### src/rtl/cpu_bus_responder_if.sv
// CPU-side memory bus plus the decoded target selects, read data and
// completion strobes seen by the bus responder.
interface cpu_bus_responder_if;
  logic        cpu_mem_valid;
  logic [3:0]  cpu_wstrb;

  logic        cpu_ram_en;
  logic        vdp_en;
  logic        status_en;
  logic        dsp_en;
  logic        pad_en;
  logic        cop_ram_write_en;
  logic        flash_read_en;

  logic [31:0] cpu_ram_rdata;
  logic [31:0] status_rdata;
  logic [31:0] flash_rdata;
  logic [15:0] vdp_rdata;
  logic [15:0] dsp_rdata;
  logic [1:0]  pad_rdata;

  logic        vdp_ready;
  logic        flash_ready;

  logic        cpu_mem_ready;
  logic [31:0] cpu_rdata;
  logic        bus_error;
  logic        busy;

  // CPU and targets side
  modport master (
    output cpu_mem_valid, cpu_wstrb,
    output cpu_ram_en, vdp_en, status_en, dsp_en, pad_en, cop_ram_write_en, flash_read_en,
    output cpu_ram_rdata, status_rdata, flash_rdata, vdp_rdata, dsp_rdata, pad_rdata,
    output vdp_ready, flash_ready,
    input  cpu_mem_ready, cpu_rdata, bus_error, busy
  );

  // Responder side
  modport slave (
    input  cpu_mem_valid, cpu_wstrb,
    input  cpu_ram_en, vdp_en, status_en, dsp_en, pad_en, cop_ram_write_en, flash_read_en,
    input  cpu_ram_rdata, status_rdata, flash_rdata, vdp_rdata, dsp_rdata, pad_rdata,
    input  vdp_ready, flash_ready,
    output cpu_mem_ready, cpu_rdata, bus_error, busy
  );
endinterface

### src/rtl/cpu_bus_responder.sv
// CPU bus responder: accepts one access at a time, waits either a fixed
// latency (BRAM-class targets) or for a handshake strobe (VDP, flash) with a
// timeout, then returns a one-cycle ready with data, followed by a recovery
// cycle so a held valid is not accepted twice.
module cpu_bus_responder #(
  parameter int unsigned FIXED_LATENCY  = 1,
  parameter int unsigned TIMEOUT_CYCLES = 255
) (
  input logic                clk,
  input logic                reset_n,
  cpu_bus_responder_if.slave bus
);

  typedef enum logic [2:0] {
    IDLE,
    WAIT_FIXED,
    WAIT_EXT,
    RESPOND,
    RECOVER
  } state_t;

  typedef enum logic [2:0] {
    T_NONE,
    T_FLASH,
    T_RAM,
    T_VDP,
    T_STATUS,
    T_DSP,
    T_PAD,
    T_COP
  } target_t;

  // Counter value on the last wait cycle of each wait state.
  localparam logic [7:0] FIX_LAST = 8'(FIXED_LATENCY - 1);
  localparam logic [7:0] TMO_LAST = 8'(TIMEOUT_CYCLES - 1);

  state_t      state;
  target_t     target;
  logic        is_write;
  logic [7:0]  wait_cnt;

  target_t     accept_target;
  logic [31:0] fixed_rdata;
  logic        ext_strobe;
  logic [31:0] ext_rdata;

  function automatic logic [7:0] sat_inc(input logic [7:0] v);
    return (v == 8'hFF) ? v : v + 8'd1;
  endfunction

  // Priority pick among the selects at accept; unmapped when none is set.
  always_comb begin
    accept_target = T_NONE;
    if (bus.flash_read_en)         accept_target = T_FLASH;
    else if (bus.cpu_ram_en)       accept_target = T_RAM;
    else if (bus.vdp_en)           accept_target = T_VDP;
    else if (bus.status_en)        accept_target = T_STATUS;
    else if (bus.dsp_en)           accept_target = T_DSP;
    else if (bus.pad_en)           accept_target = T_PAD;
    else if (bus.cop_ram_write_en) accept_target = T_COP;
  end

  // Zero-extended read data of the latched fixed-latency target.
  always_comb begin
    fixed_rdata = '0;
    case (target)
      T_RAM:    fixed_rdata = bus.cpu_ram_rdata;
      T_STATUS: fixed_rdata = bus.status_rdata;
      T_DSP:    fixed_rdata = {16'h0000, bus.dsp_rdata};
      T_PAD:    fixed_rdata = {30'h0, bus.pad_rdata};
      default:  fixed_rdata = '0;
    endcase
  end

  // Strobe and data of the latched handshaked target only; the other
  // target's strobe never completes the access.
  always_comb begin
    ext_strobe = 1'b0;
    ext_rdata  = '0;
    if (target == T_FLASH) begin
      ext_strobe = bus.flash_ready;
      ext_rdata  = bus.flash_rdata;
    end else if (target == T_VDP) begin
      ext_strobe = bus.vdp_ready;
      ext_rdata  = {16'h0000, bus.vdp_rdata};
    end
  end

  // Busy whenever a transaction is in flight, including recovery.
  assign bus.busy = (state != IDLE);

  // Transaction FSM with registered ready, data and error outputs.
  always_ff @(posedge clk) begin
    if (!reset_n) begin
      state             <= IDLE;
      target            <= T_NONE;
      is_write          <= 1'b0;
      wait_cnt          <= 8'd0;
      bus.cpu_mem_ready <= 1'b0;
      bus.cpu_rdata     <= '0;
      bus.bus_error     <= 1'b0;
    end else begin
      // Response outputs are single-cycle pulses; data is zero otherwise.
      bus.cpu_mem_ready <= 1'b0;
      bus.cpu_rdata     <= '0;
      bus.bus_error     <= 1'b0;
      case (state)
        IDLE: begin
          if (bus.cpu_mem_valid) begin
            target   <= accept_target;
            is_write <= |bus.cpu_wstrb;
            wait_cnt <= 8'd0;
            if (accept_target == T_FLASH || accept_target == T_VDP) state <= WAIT_EXT;
            else                                                      state <= WAIT_FIXED;
          end
        end
        WAIT_FIXED: begin
          if (wait_cnt == FIX_LAST) begin
            state             <= RESPOND;
            bus.cpu_mem_ready <= 1'b1;
            bus.cpu_rdata     <= is_write ? 32'h0 : fixed_rdata;
            bus.bus_error     <= (target == T_NONE);
          end else begin
            wait_cnt <= sat_inc(wait_cnt);
          end
        end
        WAIT_EXT: begin
          // A strobe on the timeout cycle takes precedence over the timeout.
          if (ext_strobe) begin
            state             <= RESPOND;
            bus.cpu_mem_ready <= 1'b1;
            bus.cpu_rdata     <= is_write ? 32'h0 : ext_rdata;
          end else if (wait_cnt == TMO_LAST) begin
            state             <= RESPOND;
            bus.cpu_mem_ready <= 1'b1;
            bus.cpu_rdata     <= 32'hFFFF_FFFF;
            bus.bus_error     <= 1'b1;
          end else begin
            wait_cnt <= sat_inc(wait_cnt);
          end
        end
        RESPOND: begin
          state <= RECOVER;
        end
        RECOVER: begin
          state  <= IDLE;
          target <= T_NONE;
        end
        default: begin
          state <= IDLE;
        end
      endcase
    end
  end

endmodule
### src/flat_wrapper.sv
// flat-port wrapper written by rule: the top's interface ports become plain ports
module cpu_bus_responder_flat 
#(
  parameter int unsigned FIXED_LATENCY  = 1,
  parameter int unsigned TIMEOUT_CYCLES = 255
)
  (clk, reset_n, bus_cpu_mem_valid, bus_cpu_wstrb, bus_cpu_ram_en, bus_vdp_en, bus_status_en, bus_dsp_en, bus_pad_en, bus_cop_ram_write_en, bus_flash_read_en, bus_cpu_ram_rdata, bus_status_rdata, bus_flash_rdata, bus_vdp_rdata, bus_dsp_rdata, bus_pad_rdata, bus_vdp_ready, bus_flash_ready, bus_cpu_mem_ready, bus_cpu_rdata, bus_bus_error, bus_busy);
  cpu_bus_responder_if bus_i ();
  input logic clk;
  input logic reset_n;
  input wire logic [$bits(bus_i.cpu_mem_valid)-1:0] bus_cpu_mem_valid;
  input wire logic [$bits(bus_i.cpu_wstrb)-1:0] bus_cpu_wstrb;
  input wire logic [$bits(bus_i.cpu_ram_en)-1:0] bus_cpu_ram_en;
  input wire logic [$bits(bus_i.vdp_en)-1:0] bus_vdp_en;
  input wire logic [$bits(bus_i.status_en)-1:0] bus_status_en;
  input wire logic [$bits(bus_i.dsp_en)-1:0] bus_dsp_en;
  input wire logic [$bits(bus_i.pad_en)-1:0] bus_pad_en;
  input wire logic [$bits(bus_i.cop_ram_write_en)-1:0] bus_cop_ram_write_en;
  input wire logic [$bits(bus_i.flash_read_en)-1:0] bus_flash_read_en;
  input wire logic [$bits(bus_i.cpu_ram_rdata)-1:0] bus_cpu_ram_rdata;
  input wire logic [$bits(bus_i.status_rdata)-1:0] bus_status_rdata;
  input wire logic [$bits(bus_i.flash_rdata)-1:0] bus_flash_rdata;
  input wire logic [$bits(bus_i.vdp_rdata)-1:0] bus_vdp_rdata;
  input wire logic [$bits(bus_i.dsp_rdata)-1:0] bus_dsp_rdata;
  input wire logic [$bits(bus_i.pad_rdata)-1:0] bus_pad_rdata;
  input wire logic [$bits(bus_i.vdp_ready)-1:0] bus_vdp_ready;
  input wire logic [$bits(bus_i.flash_ready)-1:0] bus_flash_ready;
  output wire logic [$bits(bus_i.cpu_mem_ready)-1:0] bus_cpu_mem_ready;
  output wire logic [$bits(bus_i.cpu_rdata)-1:0] bus_cpu_rdata;
  output wire logic [$bits(bus_i.bus_error)-1:0] bus_bus_error;
  output wire logic [$bits(bus_i.busy)-1:0] bus_busy;
  assign bus_i.cpu_mem_valid = bus_cpu_mem_valid;
  assign bus_i.cpu_wstrb = bus_cpu_wstrb;
  assign bus_i.cpu_ram_en = bus_cpu_ram_en;
  assign bus_i.vdp_en = bus_vdp_en;
  assign bus_i.status_en = bus_status_en;
  assign bus_i.dsp_en = bus_dsp_en;
  assign bus_i.pad_en = bus_pad_en;
  assign bus_i.cop_ram_write_en = bus_cop_ram_write_en;
  assign bus_i.flash_read_en = bus_flash_read_en;
  assign bus_i.cpu_ram_rdata = bus_cpu_ram_rdata;
  assign bus_i.status_rdata = bus_status_rdata;
  assign bus_i.flash_rdata = bus_flash_rdata;
  assign bus_i.vdp_rdata = bus_vdp_rdata;
  assign bus_i.dsp_rdata = bus_dsp_rdata;
  assign bus_i.pad_rdata = bus_pad_rdata;
  assign bus_i.vdp_ready = bus_vdp_ready;
  assign bus_i.flash_ready = bus_flash_ready;
  assign bus_cpu_mem_ready = bus_i.cpu_mem_ready;
  assign bus_cpu_rdata = bus_i.cpu_rdata;
  assign bus_bus_error = bus_i.bus_error;
  assign bus_busy = bus_i.busy;
  cpu_bus_responder #(.FIXED_LATENCY(FIXED_LATENCY), .TIMEOUT_CYCLES(TIMEOUT_CYCLES)) u_core (.clk(clk), .reset_n(reset_n), .bus(bus_i));
endmodule
### config.mk
export PLATFORM = sky130hd
export DESIGN_NAME = cpu_bus_responder_flat
export DESIGN_NICKNAME = d
export VERILOG_FILES = /design/src/rtl/cpu_bus_responder_if.sv /design/src/rtl/cpu_bus_responder.sv /design/src/flat_wrapper.sv
export SDC_FILE = /design/constraint.sdc
export NUM_CORES = 1
export LEC_CHECK = 0
export ABC_CLOCK_PERIOD_IN_PS = 5000
export BUFFER_PORTS_ARGS = -buffer_cell sky130_fd_sc_hd__buf_2
export CAP_MARGIN = 30
export CORE_MARGIN = 3
export CORE_UTILIZATION = 46
export DETAILED_ROUTE_END_ITERATION = 8
export GPL_TIMING_DRIVEN = 0
export PLACE_DENSITY = 0.83
export SETUP_SLACK_MARGIN = 0.3
export SLEW_MARGIN = 15
export SYNTH_ARGS = -nofsm -noshare
export SYNTH_HDL_FRONTEND = slang
export SYNTH_SLANG_ARGS = --single-unit
### constraint.sdc
create_clock -name clk -period 5 [get_ports clk]
set_input_delay 0.75 -clock clk [delete_from_list [all_inputs] [get_ports clk]]
set_output_delay 0.75 -clock clk [all_outputs]
set_load 0.005 [all_outputs]
==> impl_metrics.py, run 1 <==
metrics = {
    "drt": {
        "wl_per_cell_um": 16.7,
        "dr.first_iter.drc_count": 174,
        "route.detailed.drc": 0,
        "num_vias": 3505,
        "ant_nets": 0,
        "routed_wl_um": 10100,
        "firstDrtPassIters": 5,
        "drt-vias-per-instance": 5.77,
    },
    "placement": {
        "dpl_cell_area_um2": 3860,
        "io_buffers": 180,
        "dpl_worst_slack_ns": 2.44,
        "gp_congestion": 0.869,
        "hpwl_um": 8140,
    },
    "power_and_ir_drop": {
        "power-per-cell-area_nw_per_um2": 327,
        "intPower_uw": 784,
        "combPwrFrac": 0.458,
        "p_sw_uw": 511,
        "power_frac_seq": 0.347,
        "pwr-share-clk": 0.196,
        "switching_share": 0.395,
        "leakage_uw": 0.00176,
        "peakVddDrop_v": 0.000204,
        "power_uw": 1300,
    },
    "global_route": {
        "grt_first_pass_wirelength_um": 15500,
        "grt_overflow_total": 0,
        "busiest_layer": "met2",
        "grt_util_all_layers": 0.263,
        "gr-usage-met1": 0.331,
        "groute.layer.met2.usage": 0.431,
        "use_met3": 0.0718,
        "antenna_found_initial": 0,
        "grt_pass1_vias": 3307,
        "grt_max_degree": 15,
    },
    "setup_path": {
        "endpoint_kind": "flip-flop",
        "required_ns": 5.23,
        "worstPathMaxFanout": 10,
        "r2r-start": "u_core.target[1]",
        "reg2reg_to": "u_core.bus.cpu_rdata[30]",
        "worst-r2r-cell-count": 6,
        "reg2reg_setup_slack_ns": 2.67,
        "start_kind": "flip-flop",
        "path_class": "flip-flop to flip-flop",
        "critPathArrivalTime_ns": 2.56,
    },
    "worst_hold_path": {
        "hold_depth": 2,
        "hold_start": "u_core.wait_cnt[3]",
        "worstHoldPathType": "flip-flop to flip-flop",
        "holdPathEnd": "u_core.wait_cnt[3]",
    },
    "clocking": {
        "clkTransAtPathRegs_ns": 0.09,
        "numCtsBuffers": 5,
        "cts_max_level": 2,
        "cts-root-buf": "clkbuf_8",
        "post-cts-setup-buffer-count": 0,
        "cts_sinks": 49,
        "clock_latency_ns": 0.30,
        "hold_buffers": 0,
        "cts_resized": 0,
        "cts_buffer_depth": 2,
        "cts_tree": "built",
    },
    "run_status": {
        "status": "finished clean",
    },
    "yosys": {
        "synth_edf_count": 0,
        "syn_inst": 344,
        "synth_top_area_share": 0.342,
        "seq_area_frac_synth": 0.342,
        "ys_seq_elements": 49,
        "avgSynthCellArea_um2": 8.34,
        "syn-num-nets": 493,
        "synthTopCellsByArea": "dfxtp_1, o22a_1, a21oi_1",
        "yosysWarnings": 0,
        "synth_ff_type": "dfxtp_1",
        "ys_types": 53,
        "synth_area_um2": 2870,
        "yosysTopAreaCell": "dfxtp_1",
        "ys_async_sr_fraction": 0,
    },
    "cells_and_area": {
        "syn2layout_area_growth_pct": 38.2,
        "nets": 680,
        "fin_area_um2": 3960,
        "drive_above_1_share": 0.387,
        "diodes": 0,
    },
    "sta": {
        "skew_ns": 0.00891,
        "slew_headroom": 0.545,
        "rsz0062_at_grt": "no",
        "fmax_ghz": 0.429,
        "timing.final.ws_setup_ns": 2.67,
        "tns_ns": 0,
        "drv_slew": 0,
        "final.min_clock_period_ns": 2.33,
        "setup_viol": 0,
        "finalHoldViolations": 0,
        "holdWs_ns": 0.494,
        "min_period_over_period": 0.466,
        "max_slew.worst_pin.slew_ns": 0.678,
    },
    "job": {
        "maxCapViolCount": 0,
    },
    "die": {
        "die_x_um": 85.0,
        "num_rows": 28,
        "dieHeight_um": 85.0,
        "die-area_um2": 7220,
        "core_um2": 5990,
        "ios": 181,
        "start_util": 0.479,
    },
}
## registers in the layout, indices dropped and copies added (netlist names)
signal	cells
u_core.target	3
u_core.bus.bus_error	1
u_core.wait_cnt	8
u_core.state	3
u_core.bus.cpu_mem_ready	1
u_core.is_write	1
u_core.bus.cpu_rdata	32
## layer usage
layer  share of wire  vias to the layer above  wire length [µm]
li1                -                     1677                 -
met1            0.40                     1619              4040
met2            0.49                      187              4940
met3           0.093                       22               940
met4           0.019                        0               195
met5               0                        -                 0
## per-stage QoR
stage	instances	util
floorplan	344	-
global placement	599	0.645
detailed placement	599	0.645
CTS	607	0.662
global route	607	0.662
finish	607	0.662
## power groups by stage
stage | combinational [µW] | clock (µW) | sequential (µW)
6_report | 593 | 253 | 449
5_1_grt | 650 | 271 | 453
4_1_cts | 588 | 256 | 448
3_5_place_dp | 584 | 0 | 457
3_3_place_gp | 574 | 0 | 455
2_1_floorplan | 403 | 0 | 451
## synthesized netlist by cell type (3+ instances only)
master    number
o31ai_1        5
nor3_1         5
mux2i_1       16
clkbuf_1      21
buf_2          5
ha_1           3
or4_1          4
inv_1          8
a221oi_1      16
nor2_1        53
nand3_1        6
a21oi_1       42
o22a_1        32
nand2_1       13
a22oi_1       18
o21ai_0        3
dfxtp_1       49
## critical path, cell delays in order, from the launching register on
cell and delay [ns]:
dfxtp_1 0.38, buf_2 0.25, nor3b_1 0.60, clkbuf_1 0.51, a22oi_1 0.18, o22a_1 0.24
nor2_1 0.11
## cell families after synthesis
| logic type | after synthesis | share of synthesized area |
|---|---|---|
| xor+xnor | 1 | 0.00305 |
| flops | 49 | 0.342 |
| buf+inv | 36 | 0.0545 |
| mux | 17 | 0.0598 |
| fa+ha+maj | 3 | 0.0131 |
| compound gates | 134 | 0.343 |
| simple gates | 104 | 0.185 |
## placed cells by master, fill, tap and decap left out, drive strengths merged, types with 7 or more instances in the layout
master | Yosys | layout
mux2i | 16 | 16
nand2 | 13 | 13
buf | 7 | 187
clkbuf | 21 | 28
a21oi | 42 | 42
inv | 8 | 8
o22a | 32 | 32
dfxtp | 49 | 49
a221oi | 16 | 16
nor2 | 54 | 54
nand3 | 7 | 7
a22oi | 18 | 18
## layout make-up
cell class              instances  area [µm²]
inverters                       8        30.0
clock inverters                 1        5.00
fillers                       534        2030
multi-input cells             259        1730
well taps                      75        93.8
clock buffers                   7        96.3
plain buffers                  28         126
flip-flops and latches         49         981
repair buffers                180         901
## worst max path at each step
stage	slack, ns	to	start
2_1_floorplan	2.91	u_core.bus.cpu_rdata[2]	bus_vdp_ready
3_3_place_gp	2.48	u_core.bus.cpu_rdata[3]	bus_vdp_ready
3_5_place_dp	2.44	u_core.bus.cpu_rdata[30]	bus_vdp_ready
4_1_cts	2.66	u_core.bus.cpu_rdata[30]	u_core.target[1]
5_1_grt	2.51	u_core.bus.cpu_rdata[30]	u_core.target[1]
6_report	2.67	u_core.bus.cpu_rdata[30]	u_core.target[1]
(Power assumes the default switching activity.)
==> run 2, diff against run 1 <==
--- a/config.mk
+++ b/config.mk
@@ -5,14 +5,15 @@
 export SDC_FILE = /design/constraint.sdc
 export NUM_CORES = 1
 export LEC_CHECK = 0
-export ABC_CLOCK_PERIOD_IN_PS = 5000
+export ABC_AREA = 1
+export ABC_CLOCK_PERIOD_IN_PS = 2400
 export BUFFER_PORTS_ARGS = -buffer_cell sky130_fd_sc_hd__buf_2
 export CAP_MARGIN = 30
 export CORE_MARGIN = 3
-export CORE_UTILIZATION = 46
+export CORE_UTILIZATION = 45
 export DETAILED_ROUTE_END_ITERATION = 8
 export GPL_TIMING_DRIVEN = 0
-export PLACE_DENSITY = 0.83
+export PLACE_DENSITY = 0.79
 export SETUP_SLACK_MARGIN = 0.3
 export SLEW_MARGIN = 15
 export SYNTH_ARGS = -nofsm -noshare
==> constraint.sdc (replaced) <==
create_clock -name clk -period 2.4 [get_ports clk]
set_input_delay 0.36 -clock clk [delete_from_list [all_inputs] [get_ports clk]]
set_output_delay 0.36 -clock clk [all_outputs]
set_load 0.005 [all_outputs]
==> run 2 against run 1 <==
Against the previous run: first-iteration DRC count rose by 14%; count of clock-buffer cells in the layout fell by 2; final area rose by 9.0%; setup slack got worse by 2.1 ns; hold slack got worse by 0.20 ns; critical path depth rose by 3; clock power rose by 140%; sequential share of layout area fell by 2.0 points; utilization fell by 2.9 points; largest cell class unchanged; highest routed layer unchanged.
==> impl_metrics.py, run 2 <==
metrics = {
    "yosys": {
        "ys_async_sr_fraction": 0,
        "avgSynthCellArea_um2": 6.20,
        "synth_area_um2": 3180,
        "syn-num-nets": 662,
        "seq_area_frac_synth": 0.308,
        "synthTopCellsByArea": "dfxtp_1, nand2_1, a21oi_1",
        "syn_inst": 513,
        "synth_top_area_share": 0.308,
        "ys_types": 32,
        "synth_edf_count": 0,
        "synth_most_common_cell": "nand2_1",
        "ys_seq_elements": 49,
        "synth_ff_type": "dfxtp_1",
        "yosysWarnings": 0,
        "yosysTopAreaCell": "dfxtp_1",
        "synthTopCellsByCount": "nand2_1, inv_1, a21oi_1",
    },
    "power_and_ir_drop": {
        "switching_share": 0.394,
        "leakage_uw": 0.00219,
        "pwr-share-clk": 0.230,
        "power_frac_seq": 0.351,
        "peakVddDrop_v": 0.000315,
        "power-per-cell-area_nw_per_um2": 619,
        "intPower_uw": 1620,
        "combPwrFrac": 0.419,
        "p_sw_uw": 1050,
    },
    "cells_and_area": {
        "largest_reg_flops": 32,
        "nets": 849,
        "layout_common_cells": "nand2_1, buf_2, inv_1",
        "fillers": 674,
        "largest_register": "u_core.bus.cpu_rdata",
        "drive_above_1_share": 0.325,
        "syn2layout_area_growth_pct": 35.8,
        "reg_top3": "u_core.bus.cpu_rdata: 32 flops, u_core.wait_cnt: 8 flops",
        "final_common_cell": "nand2_1",
    },
    "global_route": {
        "grt_max_degree": 17,
        "grt_overflow_total": 0,
        "grt_first_pass_wirelength_um": 17400,
        "grt_pass1_vias": 3794,
        "grt_util_all_layers": 0.257,
        "antenna_found_initial": 1,
    },
    "job": {
        "maxCapViolCount": 0,
    },
    "clocking": {
        "cts_sinks": 49,
        "numCtsBuffers": 5,
        "cts_resized": 0,
        "post-cts-setup-buffer-count": 0,
        "cts_max_level": 2,
        "hold_buffers": 0,
        "cts_tree": "built",
        "clock_latency_ns": 0.32,
        "cts_buffer_depth": 2,
        "cts-root-buf": "clkbuf_8",
        "clkTransAtPathRegs_ns": 0.09,
    },
    "drt": {
        "route.detailed.drc": 0,
        "firstDrtPassIters": 5,
        "wl_per_cell_um": 13.3,
        "routed_wl_um": 10600,
        "dr.first_iter.drc_count": 198,
        "num_vias": 4076,
        "ant_nets": 0,
        "drt-vias-per-instance": 5.11,
    },
    "sta": {
        "tns_ns": 0,
        "min_period_over_period": 0.761,
        "final.min_clock_period_ns": 1.83,
        "finalHoldViolations": 0,
        "rsz0062_at_grt": "no",
        "drv_slew": 0,
        "fmax_ghz": 0.547,
        "skew_ns": 0.0113,
        "holdWs_ns": 0.298,
        "max_slew.worst_pin.slew_ns": 0.488,
        "slew_headroom": 0.675,
        "setup_viol": 0,
        "timing.final.ws_setup_ns": 0.573,
    },
    "setup_path": {
        "start_kind": "flip-flop",
        "reg2reg_setup_slack_ns": 0.57,
        "reg2reg_to": "u_core.bus.cpu_rdata[5]",
        "critPathArrivalTime_ns": 2.02,
        "r2r-start": "u_core.target[0]",
        "required_ns": 2.60,
        "endpoint_kind": "flip-flop",
        "worstPathMaxFanout": 10,
        "path_class": "flip-flop to flip-flop",
        "worst-r2r-cell-count": 9,
    },
    "placement": {
        "hpwl_um": 8580,
        "gp_congestion": 0.901,
        "dpl_worst_slack_ns": 0.645,
        "io_buffers": 180,
    },
    "run_status": {
        "status": "finished clean",
    },
    "die": {
        "die_x_um": 90.1,
        "num_rows": 30,
        "ios": 181,
        "dieHeight_um": 90.1,
        "core_um2": 6830,
        "start_util": 0.466,
        "die-area_um2": 8120,
    },
    "worst_hold_path": {
        "hold_depth": 3,
        "worstHoldPathType": "input pin to flip-flop",
        "holdPathEnd": "u_core.is_write",
        "hold_start": "bus_cpu_wstrb[2]",
    },
}
## run 2: cell count changes after synthesis, sizes merged, moves of 16 or more
cell / previous run / this run
nand2: 13 / 199
inv: 8 / 55
nor2: 54 / 22
o22a: 32 / 0
nand3: 7 / 35
o21ai: 4 / 25
a22oi: 18 / 0
a221oi: 16 / 0
a22o: 0 / 16
buf: 7 / 23
clkbuf: 21 / 5
mux2i: 16 / 0
## run 2: cell type report
type                            count  area, µm²  area share
Clock inverter                      3       46.3      0.0107
Clock buffer                        5       68.8      0.0159
Multi-Input combinational cell    381       1830       0.424
Inverter                           55        206      0.0478
Timing Repair Buffer              180        901       0.208
Tap cell                           96        120      0.0278
Buffer                             28        165      0.0382
Sequential cell                    49        981       0.227
Antenna cell                        1       2.50    0.000579
## run 2: worst max path at each step
stage / start / endpoint / slack [ns] / cells past startpoint
2_1_floorplan: u_core.wait_cnt[0] / u_core.wait_cnt[0] / 0.99 / 10
3_3_place_gp: u_core.wait_cnt[0] / u_core.bus.cpu_rdata[4] / 0.68 / 8
3_5_place_dp: u_core.target[0] / u_core.bus.cpu_rdata[5] / 0.65 / 9
4_1_cts: u_core.wait_cnt[0] / u_core.bus.cpu_rdata[0] / 0.60 / 8
5_1_grt: u_core.wait_cnt[0] / u_core.bus.cpu_rdata[0] / 0.38 / 8
6_report: u_core.target[0] / u_core.bus.cpu_rdata[5] / 0.57 / 9
## run 2: logic make-up after synthesis
| group | after synthesis | synth area share |
|---|---|---|
| xor gates and xnor gates | 3 | 0.00826 |
| DFF | 49 | 0.308 |
| adders and majority gates | 3 | 0.0118 |
| and+or+nand+nor | 275 | 0.369 |
| buffers and inverters | 83 | 0.117 |
| AOI/OAI and AO/OA | 100 | 0.186 |
## run 2: power groups by stage
stage	clock network [µW]	logic (µW)	registers, µW
floorplan	0	752	952
global placement	0	1090	955
detailed placement	0	1120	958
CTS	617	1120	939
global route	643	1270	949
finish	616	1120	939
## run 2: worst max-delay path: stages (launching register included)
cell and delay (ns):
dfxtp_1 0.31, buf_4 0.16, inv_1 0.16, nand3_1 0.11
inv_1 0.16, buf_2 0.27, nand2_1 0.13, nand3_1 0.09
nand2_1 0.05, a21oi_1 0.28
## run 2: through the flow
step	total power (µW)	area [µm²]	cells	util
after global routing	2860	4320	798	0.633
after floorplan	1700	3180	513	-
after detailed placement	2070	4200	789	0.615
after CTS	2680	4320	797	0.632
final	2680	4320	798	0.633
after global placement	2050	4200	789	0.615
## run 2: layer usage
| metal | wire, µm | track usage | up-vias |
|---|---|---|---|
| met1 | 4290 | 0.320 | 1828 |
| li1 | - | - | 2027 |
| met3 | 923 | 0.0494 | 21 |
| met2 | 5100 | 0.440 | 200 |
| met4 | 294 | 0.0944 | 0 |
| met5 | 0 | 0 | - |
